### src/rtl/tdc_pkg.sv
// Shared definitions for the TDC packetizer slice.
//   pkt_state_t : packetizer FSM states (IDLE, STREAM, PAD)
//   DATA_W_DEF  : default data beat width, matching the DMA bus
//   PAD_WORD    : filler beat used to close a packet when input runs dry
package tdc_pkg;

   localparam int DATA_W_DEF = 256;

   typedef enum logic [1:0] {
      IDLE   = 2'd0,
      STREAM = 2'd1,
      PAD    = 2'd2
   } pkt_state_t;

   localparam logic [DATA_W_DEF-1:0] PAD_WORD = {(DATA_W_DEF/32){32'hDEAD_BEEF}};

endpackage

### src/rtl/tdc_sync_fifo.sv
// Single-clock FIFO holding packed TDC words.
//   clk_capt, reset   : clock, synchronous active-high reset (pointers/count only)
//   push, wr_data     : write request and data; ignored when full unless popping
//   pop               : remove the head entry; ignored when empty
//   head, head_next   : current head entry and the one behind it (look-ahead)
//   full, empty, count: occupancy status
module tdc_sync_fifo
   import tdc_pkg::*;
#(
   parameter int DATA_W     = DATA_W_DEF,
   parameter int FIFO_DEPTH = 4
) (
   input  logic                         clk_capt,
   input  logic                         reset,
   input  logic                         push,
   input  logic [DATA_W-1:0]            wr_data,
   input  logic                         pop,
   output logic [DATA_W-1:0]            head,
   output logic [DATA_W-1:0]            head_next,
   output logic                         full,
   output logic                         empty,
   output logic [$clog2(FIFO_DEPTH):0]  count
);

   localparam int PTR_W = $clog2(FIFO_DEPTH);
   localparam int CNT_W = PTR_W + 1;

   logic [DATA_W-1:0] mem [FIFO_DEPTH];
   logic [PTR_W-1:0]  wr_ptr;
   logic [PTR_W-1:0]  rd_ptr;
   logic [PTR_W-1:0]  rd_ptr_nx;
   logic              wr_en;
   logic              rd_en;

   assign full      = (count == CNT_W'(FIFO_DEPTH));
   assign empty     = (count == '0);
   assign rd_en     = pop && !empty;
   // A write into a full FIFO is legal when the head leaves in the same cycle.
   assign wr_en     = push && (!full || rd_en);
   // Pointers are PTR_W bits wide, so they wrap modulo FIFO_DEPTH on their own.
   assign rd_ptr_nx = rd_ptr + PTR_W'(1);
   assign head      = mem[rd_ptr];
   assign head_next = mem[rd_ptr_nx];

   always_ff @(posedge clk_capt) begin
      if (reset) begin
         wr_ptr <= '0;
         rd_ptr <= '0;
         count  <= '0;
      end else begin
         if (wr_en) wr_ptr <= wr_ptr + PTR_W'(1);
         if (rd_en) rd_ptr <= rd_ptr_nx;
         count <= count + CNT_W'(wr_en) - CNT_W'(rd_en);
      end
   end

   always_ff @(posedge clk_capt) begin
      if (wr_en) mem[wr_ptr] <= wr_data;
   end

endmodule

### src/rtl/tdc_packetizer.sv
// Packs a never-stalling stream of TDC words into fixed-length Avalon-ST
// packets for the DC FIFO feeding the DMA.
//   clk_capt, reset          : capture clock, synchronous active-high reset
//   cfg_enable               : accept/stream words; dropping it closes the open packet
//   cfg_pkt_len              : beats per packet (0 behaves as 1), latched per packet
//   S_AVST_VALID/DATA        : input words (no backpressure possible)
//   S_AVST_READY             : registered "FIFO not full" hint
//   M_AVST_VALID/DATA/SOP/EOP: registered Avalon-ST source, M_AVST_READY latency 0
//   drop_count, overflow     : saturating drop counter and sticky drop flag
module tdc_packetizer
   import tdc_pkg::*;
#(
   parameter int DATA_W     = DATA_W_DEF,
   parameter int FIFO_DEPTH = 4,
   parameter int LEN_W      = 16
) (
   input  logic              clk_capt,
   input  logic              reset,
   input  logic              cfg_enable,
   input  logic [LEN_W-1:0]  cfg_pkt_len,
   input  logic              S_AVST_VALID,
   input  logic [DATA_W-1:0] S_AVST_DATA,
   output logic              S_AVST_READY,
   output logic              M_AVST_VALID,
   output logic [DATA_W-1:0] M_AVST_DATA,
   output logic              M_AVST_SOP,
   output logic              M_AVST_EOP,
   input  logic              M_AVST_READY,
   output logic [31:0]       drop_count,
   output logic              overflow
);

   localparam int CNT_W = $clog2(FIFO_DEPTH) + 1;
   localparam logic [DATA_W-1:0] PAD_BEAT = {(DATA_W/32){PAD_WORD[31:0]}};

   pkt_state_t        state;
   pkt_state_t        state_nx;
   logic [LEN_W-1:0]  pkt_len;
   logic [LEN_W-1:0]  beat;
   logic [LEN_W:0]    load_idx;
   logic              out_is_word;
   logic              xfer;
   logic              out_free;
   logic              pop;
   logic              push;
   logic              drop;
   logic              avail;
   logic              can_load;
   logic              load_word;
   logic              load_pad;
   logic              latch_len;
   logic              fifo_full;
   logic              fifo_empty;
   logic [CNT_W-1:0]  fifo_count;
   logic [CNT_W-1:0]  count_nx;
   logic [DATA_W-1:0] fifo_head;
   logic [DATA_W-1:0] fifo_head_next;

   tdc_sync_fifo #(
      .DATA_W     (DATA_W),
      .FIFO_DEPTH (FIFO_DEPTH)
   ) u_fifo (
      .clk_capt  (clk_capt),
      .reset     (reset),
      .push      (push),
      .wr_data   (S_AVST_DATA),
      .pop       (pop),
      .head      (fifo_head),
      .head_next (fifo_head_next),
      .full      (fifo_full),
      .empty     (fifo_empty),
      .count     (fifo_count)
   );

   // The output register mirrors the FIFO head: a word stays counted in the
   // FIFO while it is presented and is popped only when it transfers. This
   // keeps the buffer capacity at exactly FIFO_DEPTH words.
   assign xfer     = M_AVST_VALID && M_AVST_READY;
   assign out_free = !M_AVST_VALID || M_AVST_READY;
   assign pop      = xfer && out_is_word;
   assign push     = S_AVST_VALID && cfg_enable && (!fifo_full || pop);
   assign drop     = S_AVST_VALID && cfg_enable && fifo_full && !pop;
   assign count_nx = fifo_count + CNT_W'(push) - CNT_W'(pop);

   // Index of the beat that would be loaded now: one past the transferring beat.
   assign load_idx = {1'b0, beat} + {{LEN_W{1'b0}}, xfer};
   assign can_load = out_free && (load_idx < {1'b0, pkt_len});
   // When the presented head is leaving, the next word sits one slot behind it.
   assign avail    = pop ? (fifo_count > CNT_W'(1)) : !fifo_empty;

   always_comb begin
      state_nx  = state;
      load_word = 1'b0;
      load_pad  = 1'b0;
      latch_len = 1'b0;
      case (state)
         IDLE: begin
            if (cfg_enable && !fifo_empty) begin
               state_nx  = STREAM;
               latch_len = 1'b1;
            end
         end
         STREAM: begin
            if (xfer && M_AVST_EOP) begin
               state_nx = IDLE;
            end else if (can_load && avail) begin
               load_word = 1'b1;
            end else if (!avail && !cfg_enable) begin
               state_nx = PAD;
            end
         end
         PAD: begin
            if (xfer && M_AVST_EOP) begin
               state_nx = IDLE;
            end else if (can_load) begin
               // Leftover words always go out ahead of filler.
               if (avail) load_word = 1'b1;
               else       load_pad  = 1'b1;
            end
         end
         default: state_nx = IDLE;
      endcase
   end

   always_ff @(posedge clk_capt) begin
      if (reset) begin
         state   <= IDLE;
         pkt_len <= LEN_W'(1);
         beat    <= '0;
      end else begin
         state <= state_nx;
         if (latch_len) begin
            pkt_len <= (cfg_pkt_len == '0) ? LEN_W'(1) : cfg_pkt_len;
            beat    <= '0;
         end else if (xfer) begin
            beat <= M_AVST_EOP ? '0 : beat + LEN_W'(1);
         end
      end
   end

   // Output register: only reloaded when empty or its beat is transferring.
   always_ff @(posedge clk_capt) begin
      if (reset) begin
         M_AVST_VALID <= 1'b0;
         M_AVST_DATA  <= '0;
         M_AVST_SOP   <= 1'b0;
         M_AVST_EOP   <= 1'b0;
         out_is_word  <= 1'b0;
      end else if (out_free) begin
         M_AVST_VALID <= load_word || load_pad;
         out_is_word  <= load_word;
         M_AVST_SOP   <= (load_word || load_pad) && (load_idx == '0);
         M_AVST_EOP   <= (load_word || load_pad) &&
                         (load_idx == ({1'b0, pkt_len} - (LEN_W+1)'(1)));
         if (load_word)     M_AVST_DATA <= pop ? fifo_head_next : fifo_head;
         else if (load_pad) M_AVST_DATA <= PAD_BEAT;
      end
   end

   always_ff @(posedge clk_capt) begin
      if (reset) begin
         drop_count   <= '0;
         overflow     <= 1'b0;
         S_AVST_READY <= 1'b0;
      end else begin
         if (drop) begin
            overflow <= 1'b1;
            if (drop_count != 32'hFFFF_FFFF) drop_count <= drop_count + 32'd1;
         end
         S_AVST_READY <= (count_nx != CNT_W'(FIFO_DEPTH));
      end
   end

endmodule

### config.mk
export PLATFORM = sky130hd
export DESIGN_NAME = tdc_packetizer
export DESIGN_NICKNAME = d
export VERILOG_FILES = /design/src/rtl/tdc_pkg.sv /design/src/rtl/tdc_sync_fifo.sv /design/src/rtl/tdc_packetizer.sv
export SDC_FILE = /design/constraint.sdc
export NUM_CORES = 2
export LEC_CHECK = 0
export ABC_AREA = 0
export CAP_MARGIN = 20
export CORE_AREA = 2 2 364 366
export CTS_CLUSTER_SIZE = 16
export DETAILED_ROUTE_END_ITERATION = 7
export DIE_AREA = 0 0 366 368
export HOLD_SLACK_MARGIN = 0.06
export PLACE_DENSITY = 0.65
export SLEW_MARGIN = 20
export SYNTH_ARGS = -nofsm -noshare
export SYNTH_HDL_FRONTEND = slang
export SYNTH_SLANG_ARGS = --single-unit
### constraint.sdc
create_clock -name clk_capt -period 13.1 [get_ports clk_capt]
set_clock_uncertainty 0.2 [all_clocks]
set_input_delay 2.62 -clock clk_capt [delete_from_list [all_inputs] [get_ports clk_capt]]
set_output_delay 2.62 -clock clk_capt [all_outputs]
set_load 0.1 [all_outputs]
==> impl_metrics.toml <==
[worst_setup_path]
cpPeakStageDelay_ps = 900
worstPathRequired_ps = 13490
timing.critical_path.arrival_ps = 8240
cp_endpoint_kind = "flip-flop"
cp_max_fo = 73
worst-setup-path-type = "in2reg"
start_kind = "input port"
worst-r2r-setup-slack_ps = 7210
cp_cell_sequence = "clkdlybuf4s50_1 > nand2_1 > inv_1 > ha_1 > ha_1 > inv_1 > or4_1 > xor2_1 > inv_1 > ha_1 > o21ai_0 > o21bai_1 > nor4_1 > nor3_1 > nor3_4 > buf_4 > buf_4 > a31oi_1"
worst_path_max_delay_cell = "buf_4"

[clock_network]
ctsResizeCount = 0
cts_made_buffers = 147
cts-root-buf = "clkbuf_16"
ctsHtreeMaxLevel = 4
clkSlewWorstSetupHoldPaths_ps = 60
postCtsSetupBuffers = 0
cts_tree = "yes"
clock_path_buffers = 3
cts_hold_buf = 0
clock_insertion_delay_worst_skew_ps = 780
num_clock_sinks = 1361

[final_layout]
fin_area_um2 = 70700
nets = 4553
post_route_cells_drive_above_1_share_pct = 18.4
flow.area_growth_from_synthesis_pct = 20.8
final_cell_mix = "edfxtp_1 (1024), nand2_1 (628), clkdlybuf4s50_1 (564)"
final_cells = 6130
mostFrequentLayoutCell = "edfxtp_1"

[global_routing]
grt_start_max_net_pins = 158
gr-usage-all-layers_pct = 22.7
global_routing_met3_resource_utilization_pct = 4.90
grt_most_used_layer = "met2"
antenna_found_initial = 25
met1_usage_pct = 28.0
global_route_track_usage_on_met2_pct = 39.3
first_global_vias = 36459
overflow = 0
grt_first_pass_wirelength_um = 231000

[place]
dpl.cell_count = 5846
placed_area_um2 = 65800
dpl_worst_slack_ps = 4480
place_congestion = 0.818
place_hpwl_um = 86800
port_buffers = 569

[floorplan]
placement_rows = 133
die_x_um = 366
design.portCount = 570
initial_utilization_pct = 44.7
die_area_um2 = 135000
core_region_area_um2 = 131000
die_height_um = 368

[hold_path]
min-delay-path-class = "reg2reg"

[power]
power.density_nw_per_um2 = 140
power.sequential.fraction_pct = 48.9
total_switching_power_w = 0.00244
leakagePower_nw = 22.6
internal_power_w = 0.00749
power.switching_fraction_pct = 24.6
share_comb_of_total_power_pct = 9.4
clock_power_share_pct = 41.7
irDropWorstVdd_mv = 0.134

[synthesis]
synth-main-ff-cell = "edfxtp_1"
cell_accounting_for_the_most_synthesized_area = "edfxtp_1"
synthesis.nets = 4071
synth-edff-count = 1024
ys_warn_count = 0
synth_largest_type_area_fraction_pct = 52.6
ys_async_sr_fraction_pct = 0
synthesis.area_per_instance_um2 = 15.6
flip_flop_and_latch_count_after_synthesis = 1361
synth.cell_area_um2 = 58500
post_synth_num_cell_types = 68
yosysSeqAreaShare_pct = 64.1
ys_top_cells_by_area = "edfxtp_1 (53%), mux4_2 (20%), dfxtp_1 (12%), nand2_1 (4.0%), a31oi_1 (2.1%)"
synth_cells = 3758

[drt]
via_per_inst = 5.82
finalWirelength_um = 154000
drt_pass1_iterations = 5
detailed_router_s_first_iteration_violation_count = 2636
avgRoutedWirePerCell_um = 25.2
final_antenna_net_count = 0
dr_total_vias = 35697
remaining_drc_errors = 0

[timing]
slew-limit-headroom_pct = 20.4
min_period_ps = 7850
highest_achievable_clock_rate_mhz = 127
rsz0062_at_grt = "false"
final_max_slew_viol_count = 0
tns_ps = 0
worstMarginPinSlew_ps = 1190
setup_viol = 0
min_period_over_period_pct = 59.9
number_of_failing_hold_endpoints_at_the_final_stage = 0
postLayoutSetupSlackWorst_ps = 5250

[run_status]
run_status = "finished, final reports clean"

[flow_run]
cap_violations = 0
[routing by layer]
metal	wire length [µm]	up-vias
met5	188	-
met4	4300	28
met3	9960	255
met2	79400	1139
met1	60400	18515
li1	-	15760
[stage by stage]
| step | util, % | power [W] | hold slack [ps] |
|---|---|---|---|
| 2_1_floorplan | - | 0.00556 | 251 |
| 3_3_place_gp | 50.3 | 0.00587 | 255 |
| 3_5_place_dp | 50.3 | 0.00588 | 265 |
| 4_1_cts | 54.0 | 0.0100 | 275 |
| 5_1_grt | 54.1 | 0.0103 | 308 |
| 6_report | 54.1 | 0.00993 | 276 |
[worst paths after layout]
| path | startpoint | endpoint | depth (start not counted) |
|---|---|---|---|
| min reg2reg | overflow$_SDFFE_PP0P_ | overflow$_SDFFE_PP0P_ | 2 |
| min | overflow$_SDFFE_PP0P_ | overflow$_SDFFE_PP0P_ | 2 |
| max reg2reg | M_AVST_VALID$_SDFFE_PP0P_ | M_AVST_DATA[234]$_SDFFE_PP0P_ | 17 |
| max | M_AVST_READY | M_AVST_DATA[234]$_SDFFE_PP0P_ | 18 |
[area by class of cell]
cell class                 instances  area [µm²]
antenna                           13        32.5
multi-input combinational       2076       19800
clock buffer                     205        4090
fill                           10493       60100
inverter                          44         178
sequential                      1361       37500
clock inverter                    66         773
timing repair buffer             610        6140
tap                             1755        2200
[synthesized netlist by cell type, drive strengths merged (8+ instances only)]
cell and instances:
nand2 628, edfxtp 1024, or4 9, ha 34, nand3 29, a21oi 18, a31oi 194, nor2 151
and3 8, mux4 512, a22oi 65, buf 75, xnor2 48, clkbuf 202, or3 8, dfxtp 337
o21ai 212, nor4 14, xor2 29, nand4 25, inv 44, nor3 21
[power by group through the flow]
stage          clock, W  sequential [W]  combinational, W
6_report        0.00414         0.00486          0.000933
3_5_place_dp          0         0.00494          0.000937
4_1_cts         0.00423         0.00485          0.000939
2_1_floorplan         0         0.00531          0.000246
3_3_place_gp          0         0.00494          0.000929
5_1_grt         0.00440         0.00487          0.000980
[registers in the layout (all words and copies together) (netlist names), 2 cells and up, named ones only]
signal	cells
pkt_len	16
u_fifo.mem	1024
drop_count	32
M_AVST_DATA	256
u_fifo.count	3
u_fifo.rd_ptr	2
beat	16
state	2
u_fifo.wr_ptr	2
[logic make-up (layout without fill, tap and decap cells)]
family	after synthesis	count (layout)	share of synthesized area (%)
DFF	1361	1361	64.1
and+or+nand+nor	925	925	6.61
muxes	519	519	19.8
AOI/OAI and AO/OA	517	517	5.28
buffers and inverters	321	925	2.15
xor gates and xnor gates	79	79	1.24
adders and majority gates	36	36	0.796
other	0	13	0
[critical path, delay by kind of cell]
kind            cells  cell delay (ps)
buf+inv             6             2500
simple gates        5             1530
fa+ha+maj           3              810
compound gates      3              360
xor+xnor            1              290
(Power assumes the default switching activity.)
